--- config.mk ---
export PLATFORM = sky130hd
export DESIGN_NAME = axil_clint
export DESIGN_NICKNAME = d
export VERILOG_FILES = /design/src/rtl/axil_clint.sv
export SDC_FILE = /design/constraint.sdc
export NUM_CORES = 1
export LEC_CHECK = 0
export BUFFER_PORTS_ARGS = -buffer_cell sky130_fd_sc_hd__clkbuf_2
export CAP_MARGIN = 20
export CORE_UTILIZATION = 35
export CTS_CLUSTER_SIZE = 8
export DETAILED_ROUTE_END_ITERATION = 10
export HOLD_SLACK_MARGIN = 0.06
export SLEW_MARGIN = 20
export SYNTH_ARGS = -nofsm -noshare
export SYNTH_HDL_FRONTEND = slang
export SYNTH_SLANG_ARGS = --single-unit
--- constraint.sdc ---
create_clock -name clk -period 6.7 [get_ports clk]
set_clock_uncertainty 0.15 [all_clocks]
set_input_delay 1.34 -clock clk [delete_from_list [all_inputs] [get_ports clk]]
set_output_delay 1.34 -clock clk [all_outputs]
set_load 0.005 [all_outputs]
--- src/rtl/axil_clint.sv ---
// axil_clint: AXI4-Lite slave exposing a free-running 64-bit mtime counter
// through an 8-byte window at BASE (low word at BASE, high word at BASE+4).
//
// Parameters
//   BASE : byte address of the 8-byte register window
//   DIV  : clk cycles per mtime increment (1..65535)
//
// Ports
//   clk, rst                          : clock and synchronous active-high reset
//   araddr/arvalid/arready            : read address channel
//   rdata/rresp/rvalid/rready         : read data channel
//   awaddr/awvalid/awready            : write address channel
//   wdata/wstrb/wvalid/wready         : write data channel
//   bresp/bvalid/bready               : write response channel
//
// Build option
//   CLINT_WRITE_EN : when defined, mapped writes update mtime and answer OKAY;
//                    otherwise mapped writes are ignored and answer SLVERR.
module axil_clint #(
   parameter logic [31:0] BASE = 32'ha000_0048,
   parameter int unsigned DIV  = 1
) (
   input  logic        clk,
   input  logic        rst,
   input  logic [31:0] araddr,
   input  logic        arvalid,
   output logic        arready,
   output logic [31:0] rdata,
   output logic [1:0]  rresp,
   output logic        rvalid,
   input  logic        rready,
   input  logic [31:0] awaddr,
   input  logic        awvalid,
   output logic        awready,
   input  logic [31:0] wdata,
   input  logic [3:0]  wstrb,
   input  logic        wvalid,
   output logic        wready,
   output logic [1:0]  bresp,
   output logic        bvalid,
   input  logic        bready
);

   localparam int unsigned PW = 16;
   localparam logic [1:0] RESP_OKAY   = 2'b00;
   localparam logic [1:0] RESP_SLVERR = 2'b10;
   localparam logic [1:0] RESP_DECERR = 2'b11;

`ifdef CLINT_WRITE_EN
   localparam bit WR_EN = 1'b1;
`else
   localparam bit WR_EN = 1'b0;
`endif

   typedef enum logic {R_IDLE, R_RESP} r_state_e;
   typedef enum logic {W_IDLE, W_RESP} w_state_e;

   // Timebase
   logic [63:0]   mtime_q, mtime_d;
   logic [PW-1:0] pre_q, pre_d;
   logic          tick;

   // Read channel
   r_state_e    r_state_q, r_state_d;
   logic [31:0] rdata_q, rdata_d;
   logic [1:0]  rresp_q, rresp_d;
   logic        arready_q, rvalid_q;
   logic        rd_hit;
   logic [31:0] rd_word;

   // Write channel
   w_state_e    w_state_q, w_state_d;
   logic        aw_got_q, aw_got_d, w_got_q, w_got_d;
   logic [31:2] awaddr_q, awaddr_d;
   logic [31:0] wdata_q, wdata_d;
   logic [3:0]  wstrb_q, wstrb_d;
   logic [1:0]  bresp_q, bresp_d;
   logic        awready_q, wready_q, bvalid_q;
   logic        aw_hs, w_hs, commit, wr_hit;
   logic [31:2] cur_addr;
   logic [31:0] cur_data;
   logic [3:0]  cur_strb;
   logic [31:0] wr_half;

   // Byte-offset bits are don't-care in this register map.
   logic unused_addr_bits;
   assign unused_addr_bits = ^{araddr[1:0], awaddr[1:0]};

   assign tick    = (pre_q == PW'(DIV - 1));
   assign rd_hit  = (araddr[31:3] == BASE[31:3]);
   assign rd_word = araddr[2] ? mtime_q[63:32] : mtime_q[31:0];

   // A beat is accepted only while idle and not already held.
   assign aw_hs    = (w_state_q == W_IDLE) && !aw_got_q && awvalid;
   assign w_hs     = (w_state_q == W_IDLE) && !w_got_q && wvalid;
   assign cur_addr = aw_got_q ? awaddr_q : awaddr[31:2];
   assign cur_data = w_got_q ? wdata_q : wdata;
   assign cur_strb = w_got_q ? wstrb_q : wstrb;
   assign commit   = (w_state_q == W_IDLE) && (aw_got_q || aw_hs) && (w_got_q || w_hs);
   assign wr_hit   = (cur_addr[31:3] == BASE[31:3]);

   // Addressed half with enabled byte lanes replaced.
   always_comb begin
      wr_half = cur_addr[2] ? mtime_q[63:32] : mtime_q[31:0];
      for (int b = 0; b < 4; b++) begin
         if (cur_strb[b]) wr_half[8*b +: 8] = cur_data[8*b +: 8];
      end
   end

   // Prescaler and mtime; a committing write wins over the increment.
   always_comb begin
      pre_d   = tick ? '0 : pre_q + PW'(1);
      mtime_d = tick ? mtime_q + 64'd1 : mtime_q;
      if (WR_EN && commit && wr_hit) begin
         mtime_d = cur_addr[2] ? {wr_half, mtime_q[31:0]} : {mtime_q[63:32], wr_half};
      end
   end

   // Read FSM next state; data is captured at the AR handshake.
   always_comb begin
      r_state_d = r_state_q;
      rdata_d   = rdata_q;
      rresp_d   = rresp_q;
      unique case (r_state_q)
         R_IDLE: begin
            if (arvalid) begin
               r_state_d = R_RESP;
               rdata_d   = rd_hit ? rd_word : 32'd0;
               rresp_d   = rd_hit ? RESP_OKAY : RESP_DECERR;
            end
         end
         R_RESP: begin
            if (rready) r_state_d = R_IDLE;
         end
         default: r_state_d = R_IDLE;
      endcase
   end

   // Write FSM next state; AW and W are captured independently.
   always_comb begin
      w_state_d = w_state_q;
      aw_got_d  = aw_got_q;
      w_got_d   = w_got_q;
      awaddr_d  = awaddr_q;
      wdata_d   = wdata_q;
      wstrb_d   = wstrb_q;
      bresp_d   = bresp_q;
      unique case (w_state_q)
         W_IDLE: begin
            if (aw_hs) begin
               aw_got_d = 1'b1;
               awaddr_d = awaddr[31:2];
            end
            if (w_hs) begin
               w_got_d = 1'b1;
               wdata_d = wdata;
               wstrb_d = wstrb;
            end
            if (commit) begin
               w_state_d = W_RESP;
               if (!wr_hit)    bresp_d = RESP_DECERR;
               else if (WR_EN) bresp_d = RESP_OKAY;
               else            bresp_d = RESP_SLVERR;
            end
         end
         W_RESP: begin
            if (bready) begin
               w_state_d = W_IDLE;
               aw_got_d  = 1'b0;
               w_got_d   = 1'b0;
            end
         end
         default: w_state_d = W_IDLE;
      endcase
   end

   // State and registered outputs.
   always_ff @(posedge clk) begin
      if (rst) begin
         mtime_q   <= '0;
         pre_q     <= '0;
         r_state_q <= R_IDLE;
         rdata_q   <= '0;
         rresp_q   <= '0;
         arready_q <= 1'b1;
         rvalid_q  <= 1'b0;
         w_state_q <= W_IDLE;
         aw_got_q  <= 1'b0;
         w_got_q   <= 1'b0;
         awaddr_q  <= '0;
         wdata_q   <= '0;
         wstrb_q   <= '0;
         bresp_q   <= '0;
         awready_q <= 1'b1;
         wready_q  <= 1'b1;
         bvalid_q  <= 1'b0;
      end else begin
         mtime_q   <= mtime_d;
         pre_q     <= pre_d;
         r_state_q <= r_state_d;
         rdata_q   <= rdata_d;
         rresp_q   <= rresp_d;
         arready_q <= (r_state_d == R_IDLE);
         rvalid_q  <= (r_state_d == R_RESP);
         w_state_q <= w_state_d;
         aw_got_q  <= aw_got_d;
         w_got_q   <= w_got_d;
         awaddr_q  <= awaddr_d;
         wdata_q   <= wdata_d;
         wstrb_q   <= wstrb_d;
         bresp_q   <= bresp_d;
         awready_q <= (w_state_d == W_IDLE) && !aw_got_d;
         wready_q  <= (w_state_d == W_IDLE) && !w_got_d;
         bvalid_q  <= (w_state_d == W_RESP);
      end
   end

   assign arready = arready_q;
   assign rvalid  = rvalid_q;
   assign rdata   = rdata_q;
   assign rresp   = rresp_q;
   assign awready = awready_q;
   assign wready  = wready_q;
   assign bvalid  = bvalid_q;
   assign bresp   = bresp_q;

endmodule
==> results of run 1 <==
[per-stage QoR]
| stage | setup slack (ns) | instances | util [%] | cell area (µm²) |
|---|---|---|---|---|
| floorplan | 3.37 | 814 | - | 6840 |
| global placement | 3.10 | 1133 | 39.7 | 7530 |
| detailed placement | 3.10 | 1133 | 39.7 | 7530 |
| CTS | 3.10 | 1163 | 42.8 | 8110 |
| global route | 2.77 | 1163 | 42.8 | 8110 |
| finish | 3.12 | 1163 | 42.8 | 8110 |
[synthesized netlist by cell type, types with 3 or more instances]
cell type  count
a21oi_1       73
o21ai_0       24
or3_1         27
a2bb2oi_1     32
mux2i_1       33
nand4_1       25
ha_1           3
xor2_1        10
nor4b_1       10
nand2b_1       6
nor2b_1        7
xnor2_1       23
inv_1         13
and3_1        10
and4_1         7
and2_1         3
mux2_2         5
nor4_1        20
o31ai_1       13
clkbuf_1      46
nor3_1        21
dfxtp_1      151
or4_1         18
nor2_1        86
nand3_1       26
nand2_1       99
[critical path, stage by stage (launching register included)]
cell     delay [ns]
dfxtp_1        0.34
inv_1          0.07
ha_1           0.14
nor4b_1        0.54
nand4_1        0.66
or4_4          0.91
or4_1          0.55
a21oi_1        0.14
[registers in the layout (all words and copies together) (netlist names)]
register	cells
awaddr_q	29
arready	1
bvalid	1
awready	1
bresp	2
mtime_q	64
wready	1
rdata	32
aw_got_q	1
pre_q	16
rresp	1
w_got_q	1
rvalid	1
[power by group through the flow]
stage / combinational, mW / clock (mW) / sequential, mW
6_report: 0.108 / 0.957 / 0.930
5_1_grt: 0.121 / 1.02 / 0.932
4_1_cts: 0.109 / 0.979 / 0.930
3_5_place_dp: 0.109 / 0 / 0.950
3_3_place_gp: 0.108 / 0 / 0.949
2_1_floorplan: 0.0672 / 0 / 0.946
[layout make-up]
| class | instances | area share (%) |
|---|---|---|
| Inverter | 13 | 0.602 |
| Clock buffer | 20 | 5.51 |
| Timing Repair Buffer | 111 | 7.03 |
| Multi-Input combinational cell | 598 | 44.0 |
| Tap cell | 260 | 4.01 |
| Sequential cell | 151 | 37.3 |
| Clock inverter | 10 | 1.60 |
[layout by cell type (no fill, tap or decap), types with 13 or more instances in the layout]
cell,Yosys,layout
dfxtp_1,151,151
o21ai_0,24,24
a2bb2oi_1,32,32
a21oi_1,73,73
nor2_1,86,86
inv_1,13,13
nor4_1,20,20
xnor2_1,23,23
nand2_1,99,99
or4_1,18,18
nand3_1,26,26
clkbuf_2,1,104
nor3_1,21,21
nand4_1,25,25
o31ai_1,13,13
clkbuf_16,0,17
mux2i_1,33,33
or3_1,27,27
[per-layer routing]
layer	routed length [µm]	GRT usage, %	up-vias	part of all wire (%)
met3	710	3.88	17	4.2
met2	7640	28.6	122	45
met1	8330	23.5	2860	49
li1	-	-	3089	-
met4	173	4.47	0	1.0
met5	0	0	-	0
[worst paths after layout]
check / start / end / slack [ns] / depth (start not counted)
setup / recovery: pre_q[0] / mtime_q[63] / 3.12 / 7
hold / removal: bresp[1] / bresp[1] / 0.30 / 2
setup reg to reg: pre_q[0] / mtime_q[63] / 3.12 / 7
hold reg to reg: bresp[1] / bresp[1] / 0.30 / 2
[logic make-up (layout without fill, tap and decap cells)]
logic type,count (synthesis),count (layout),synth area share [%]
compound gates,150,150,13.6
xor+xnor,33,33,4.22
fa+ha+maj,3,3,0.549
buf+inv,65,154,3.77
flops,151,151,44.2
mux,38,38,5.65
simple gates,374,374,28.1
==> flow_metrics.tcl, run 1 <==
set metrics [dict create \
    clkTransAtPathRegs_ns 0.06 \
    clk_latency_ns 0.42 \
    hpwl_um 11200 \
    wl_per_cell_um 14.5 \
    avgSynthCellArea_um2 8.41 \
    vias_per_cell 5.23 \
    setup_violations 0 \
    drt-initial-drc-count 328 \
    ys_seq_area_share_pct 44.2 \
    synth_area_um2 6840 \
    worstSetupStartpointType "register" \
    numClockSinks 151 \
    drv_cap 0 \
    synth.top_cell.area_share_pct 44.2 \
    power.leakage_nw 2.88 \
    required_ns 6.89 \
    seq_power_share_pct 46.6 \
    diodes 0 \
    clkPwrFrac_pct 48.0 \
    die_w_um 142 \
    fin_crit_sh_pct 53.5 \
    swShare_pct 22.3 \
    die_h_um 142 \
    wl_um 16900 \
    cts_made_buffers 17 \
    ctsResizeCount 0 \
    antenna_found_initial 0 \
    synth_warnings 0 \
    power.density_nw_per_um2 246 \
    ios 148 \
    cts_hold_buffers 0 \
    via_count 6088 \
    grt_pass1_vias 5638 \
    final.fill_count 1933 \
    cts_setup_buffers 0 \
    final_hold_viol_count 0 \
    syn2layout_area_growth_pct 18.5 \
    ant_nets 0 \
    p_switching_mw 0.446 \
    share_comb_of_total_power_pct 5.4 \
    whs_ns 0.298 \
    nNetsFinal 1002 \
    die_area_um2 20100 \
    hold_class "register to register" \
    syn_inst 814 \
    drc_errors 0 \
    multi_input_area_um2 3570 \
    critPathKind "register to register" \
    rsz0062_at_grt "false" \
    start_util_pct 36.1 \
    total_power_mw 1.99 \
    cp-end-kind "register" \
    drive_gt1_share_pct 16.7 \
    cts_root_buffer "clkbuf_16" \
    synth_ff_type "dfxtp_1" \
    ys_ff_latch 151 \
    cts_max_level 4 \
    min_period_ns 3.58 \
    crit_arrival_ns 3.77 \
    cts_max_path_buffers 2 \
    crit_fanout 35 \
    register_area_um2 3020 \
    gp_congestion 0.756 \
    fmax_mhz 279 \
    synth_edf_count 0 \
    grt_max_degree 76 \
    cts_tree "done" \
    peakVddDrop_v 0.000153 \
    async_flop_share_pct 0 \
    track_usage_pct 17.6 \
    yosysTopAreaCell "dfxtp_1" \
    drv_slew 0 \
    grt_first_pass_wirelength_um 28200 \
    portBuffers 106 \
    maxSlewHeadroom_pct 30.0 \
    first_pass_iters 4 \
    gr-total-overflow 0 \
    core-area_um2 19000 \
    finalSetupTns_ns 0 \
    synth_area_leaders "dfxtp_1, nand2_1, a21oi_1, mux2i_1, nor2_1" \
    status "complete, no violations" \
    intPower_mw 1.55 \
    syn_nets 924 \
    fp-row-count 50 \
    worst_pin_slew_ns 1.05 \
    yosys.cell_types.count 44 \
]
(Power assumes the default switching activity.)
==> inputs of run 2 (changes only) <==
==> constraint.sdc (replaced) <==
create_clock -name clk -period 3.5 [get_ports clk]
set_clock_uncertainty 0.15 [all_clocks]
set_input_delay 0.7 -clock clk [delete_from_list [all_inputs] [get_ports clk]]
set_output_delay 0.7 -clock clk [all_outputs]
set_load 0.005 [all_outputs]
==> flow_metrics.tcl, run 2 (same netlist as run 1, synthesis figures left out) <==
set metrics [dict create \
    hold_class "register to register" \
    clkTransAtPathRegs_ns 0.06 \
    finalSetupTns_ns 0 \
    status "complete, no violations" \
    cts_max_level 4 \
    required_ns 3.71 \
    vias_per_cell 5.17 \
    power.density_nw_per_um2 474 \
    critPathKind "register to register" \
    syn2layout_area_growth_pct 20.0 \
    start_util_pct 36.1 \
    fin_crit_sh_pct 88.3 \
    crit_slowest_cell "or4_4" \
    diodes 0 \
    drv_slew 0 \
    grt-busiest-layer "met2" \
    drive_gt1_share_pct 17.7 \
    nNetsFinal 1009 \
    path_buf_inv 1 \
    final_hold_viol_count 0 \
    gr-usage-met3_pct 3.78 \
    grtUsageMet1_pct 24.0 \
    min_period_ns 3.09 \
    die_w_um 142 \
    cts_made_buffers 17 \
    die_area_um2 20100 \
    antenna_found_initial 0 \
    clk_latency_ns 0.42 \
    crit_fanout 35 \
    peakVddDrop_v 0.000327 \
    ios 148 \
    core-area_um2 19000 \
    fp-row-count 50 \
    worst_pin_slew_ns 1.07 \
    cp-end-kind "register" \
    grt_max_degree 81 \
    dpl_cell_area_um2 7600 \
    power.leakage_nw 2.94 \
    cts_root_buffer "clkbuf_16" \
    gp_congestion 0.778 \
    grt_pass1_vias 5506 \
    worstPathCellList "inv_1 -> ha_1 -> nor4b_1 -> nand4_1 -> or4_4 -> or4_1 -> a21oi_1" \
    regMostFlops "mtime_q" \
    hpwl_um 11500 \
    maxSlewHeadroom_pct 28.6 \
    first_pass_iters 6 \
    fmax_mhz 324 \
    drc_errors 0 \
    die_h_um 142 \
    ctsResizeCount 0 \
    layout_common_cells "dfxtp_1, clkbuf_2, nand2_1" \
    crit_family "simple AND/OR/NAND/NOR gates" \
    grt_first_pass_wirelength_um 27600 \
    via_count 6058 \
    final_common_cell "dfxtp_1" \
    crit_arrival_ns 3.30 \
    portBuffers 106 \
    cts_tree "done" \
    cts_setup_buffers 0 \
    ant_nets 0 \
    gr-total-overflow 0 \
    drv_cap 0 \
    track_usage_pct 17.3 \
    wl_um 16700 \
    numClockSinks 151 \
    setup_violations 0 \
    grt_use_met2_pct 26.7 \
    cts_hold_buffers 0 \
    worstSetupStartpointType "register" \
    wl_per_cell_um 14.3 \
    cts_max_path_buffers 2 \
    cpPeakStageDelay_ns 0.78 \
    layout.cell_area.non_filler_um2 8210 \
    drt-initial-drc-count 348 \
    rsz0062_at_grt "false" \
    largest_reg_flops 64 \
]
-- run 2: changes by cell type in the layout (fill, tap and decap cells not counted), moves of 2 or more --
cell / change
buf_4: +6
clkbuf_1: -2
clkbuf_8: +2
clkinv_4: +2
-- run 2: area by class of cell --
class	count	area, µm²
fillers	1896	10700
multi-input cells	598	3560
flip-flops and latches	151	3020
repair buffers	118	636
clock buffers	20	467
well taps	260	325
clock inverters	12	150
inverters	13	48.8
-- run 2: metrics by stage --
step                      hold slack [ns]  setup WS, ns  total power, mW  cells  utilization, %
after floorplan                     0.281         0.815             1.94    814               -
after global placement              0.290         0.520             2.03   1140            40.1
after detailed placement            0.287         0.411             2.03   1140            40.1
after CTS                           0.297         0.381             3.93   1172            43.3
after global routing                0.314         0.158             4.04   1172            43.3
final                               0.295         0.409             3.89   1172            43.3
-- run 2: final timing paths --
path | to | cells past startpoint | from | slack [ns]
worst max-delay path | mtime_q[63] | 7 | pre_q[0] | 0.41
worst min-delay path | bresp[1] | 2 | bresp[1] | 0.30
worst max register to register | mtime_q[63] | 7 | pre_q[0] | 0.41
worst min register to register | bresp[1] | 2 | bresp[1] | 0.30
-- run 2: worst min-delay path: stages (launching register included) --
cell     delay (ns)
dfxtp_1        0.31
inv_1          0.05
a21oi_1        0.05
-- run 2: per-layer routing --
layer	share of wire [%]	up-vias
met1	50	2821
li1	-	3099
met2	45	121
met3	4.5	17
met5	0	-
met4	1.1	0
-- run 2: power breakdown --
group | internal (mW) | leakage [nW] | switching, mW
registers | 1.76 | 1.22 | 0.0231
logic | 0.0866 | 1.41 | 0.124
clock network | 1.17 | 0.298 | 0.729
total | 3.02 | 2.94 | 0.876
==> inputs of run 3 (changes only) <==
--- a/config.mk
+++ b/config.mk
@@ -7,10 +7,11 @@
 export LEC_CHECK = 0
 export BUFFER_PORTS_ARGS = -buffer_cell sky130_fd_sc_hd__clkbuf_2
 export CAP_MARGIN = 20
-export CORE_UTILIZATION = 35
+export CORE_UTILIZATION = 55
 export CTS_CLUSTER_SIZE = 8
 export DETAILED_ROUTE_END_ITERATION = 10
 export HOLD_SLACK_MARGIN = 0.06
+export PLACE_DENSITY = 0.81
 export SLEW_MARGIN = 20
 export SYNTH_ARGS = -nofsm -noshare
 export SYNTH_HDL_FRONTEND = slang
==> flow_metrics.tcl, run 3 (same netlist as run 1, synthesis figures left out) <==
set metrics [dict create \
    vias_per_cell 5.78 \
    worst_pin_slew_ns 1.03 \
    rsz0062_at_grt "false" \
    core-area_um2 12100 \
    portBuffers 106 \
    final.fill_count 997 \
    startpoint "pre_q[0]" \
    maxSlewHeadroom_pct 31.1 \
    total_power_mw 3.90 \
    multi_input_area_um2 3560 \
    cts_max_level 4 \
    die_h_um 114 \
    nNetsFinal 1006 \
    cts_max_path_buffers 2 \
    die_w_um 114 \
    drc_errors 0 \
    drv_slew 0 \
    cts_tree "done" \
    numClockSinks 151 \
    first_pass_iters 5 \
    die_area_um2 12900 \
    required_ns 3.71 \
    cts_root_buffer "clkbuf_16" \
    hpwl_um 10500 \
    ios 148 \
    worstSetupStartpointType "register" \
    fmax_mhz 326 \
    cts_setup_buffers 0 \
    grt_pass1_vias 5611 \
    syn2layout_area_growth_pct 18.2 \
    power.leakage_nw 2.94 \
    wl_per_cell_um 15.1 \
    clk_latency_ns 0.43 \
    worstPathCellList "inv_1 -> ha_1 -> nor4b_1 -> nand4_1 -> or4_4 -> or4_1 -> a21oi_1" \
    power.density_nw_per_um2 482 \
    cp-end-kind "register" \
    regMostFlops "mtime_q" \
    crit_arrival_ns 3.28 \
    cts_made_buffers 17 \
    register_area_um2 3020 \
    drive_gt1_share_pct 17.2 \
    crit_slowest_cell "or4_4" \
    fin_crit_sh_pct 87.8 \
    reg2reg_from "pre_q[0]" \
    start_util_pct 56.7 \
    cpPeakStageDelay_ns 0.76 \
    via_count 6230 \
    status "complete, no violations" \
    grt_first_pass_wirelength_um 26900 \
    final_common_cell "dfxtp_1" \
    min_period_ns 3.07 \
    drt-initial-drc-count 464 \
    antenna_found_initial 0 \
    peakVddDrop_v 0.000369 \
    gr-total-overflow 0 \
    drv_cap 0 \
    clkTransAtPathRegs_ns 0.06 \
    diodes 0 \
    layout_common_cells "dfxtp_1, clkbuf_2, nand2_1" \
    finalSetupTns_ns 0 \
    crit_fanout 35 \
    hold_class "register to register" \
    final_hold_viol_count 0 \
    setup_violations 0 \
    largest_reg_flops 64 \
    grt_max_degree 71 \
    critPathKind "register to register" \
    gp_congestion 0.804 \
    ctsResizeCount 0 \
    fp-row-count 40 \
    wl_um 16200 \
    cts_hold_buffers 0 \
    min_from "awaddr_q[30]" \
    track_usage_pct 26.1 \
    ant_nets 0 \
]
==> run 3: cell types whose count changed in the layout (fill, tap and decap cells not counted), sizes merged <==
cell      change
buf           -3
clkbuf        +4
clkinv        -2
clkinvlp      -2
==> run 3: layout make-up <==
class,instances,area share [%]
multi-input cells,598,44.0
flip-flops and latches,151,37.4
repair buffers,115,7.73
clock buffers,24,6.20
well taps,168,2.60
clock inverters,8,1.45
inverters,13,0.603
==> run 3: final timing paths <==
| kind | end | slack [ns] | cells after the start |
|---|---|---|---|
| worst min register to register | awaddr_q[30] | 0.30 | 2 |
| worst max register to register | mtime_q[57] | 0.43 | 7 |
| worst max-delay path | mtime_q[57] | 0.43 | 7 |
| worst min-delay path | awaddr_q[30] | 0.30 | 2 |
==> run 3: stage by stage <==
stage / instances / hold slack (ns) / util [%] / area (µm²) / worst slack [ns]
CTS: 1077 / 0.302 / 67.1 / 8090 / 0.467
global placement: 1045 / 0.288 / 61.9 / 7470 / 0.548
global route: 1077 / 0.315 / 67.1 / 8090 / 0.236
detailed placement: 1045 / 0.291 / 61.9 / 7470 / 0.487
floorplan: 814 / 0.281 / - / 6840 / 0.815
finish: 1077 / 0.301 / 67.1 / 8090 / 0.428
==> run 3: where the power goes <==
group          total (mW)  internal (mW)  leakage [nW]  switching [mW]
logic               0.211         0.0868          1.41           0.124
clock network        1.91           1.21         0.306           0.699
registers            1.78           1.76          1.22          0.0240
total                3.90           3.05          2.94           0.847
==> run 3: critical path, delay by kind of cell, from the launching register on <==
family	cells	cell delay, ns
AND/OR/NAND/NOR	4	2.15
flip-flops	1	0.34
AO/OA/AOI/OAI	1	0.15
adder cells (fa/ha/maj)	1	0.13
buffers and inverters	1	0.07
==> run 3: layer usage <==
| layer | global-route usage [%] | vias up | wire length (µm) |
|---|---|---|---|
| li1 | - | 3093 | - |
| met5 | 0 | - | 0 |
| met3 | 6.59 | 19 | 803 |
| met1 | 33.3 | 2947 | 7470 |
| met4 | 9.21 | 0 | 206 |
| met2 | 42.8 | 171 | 7760 |
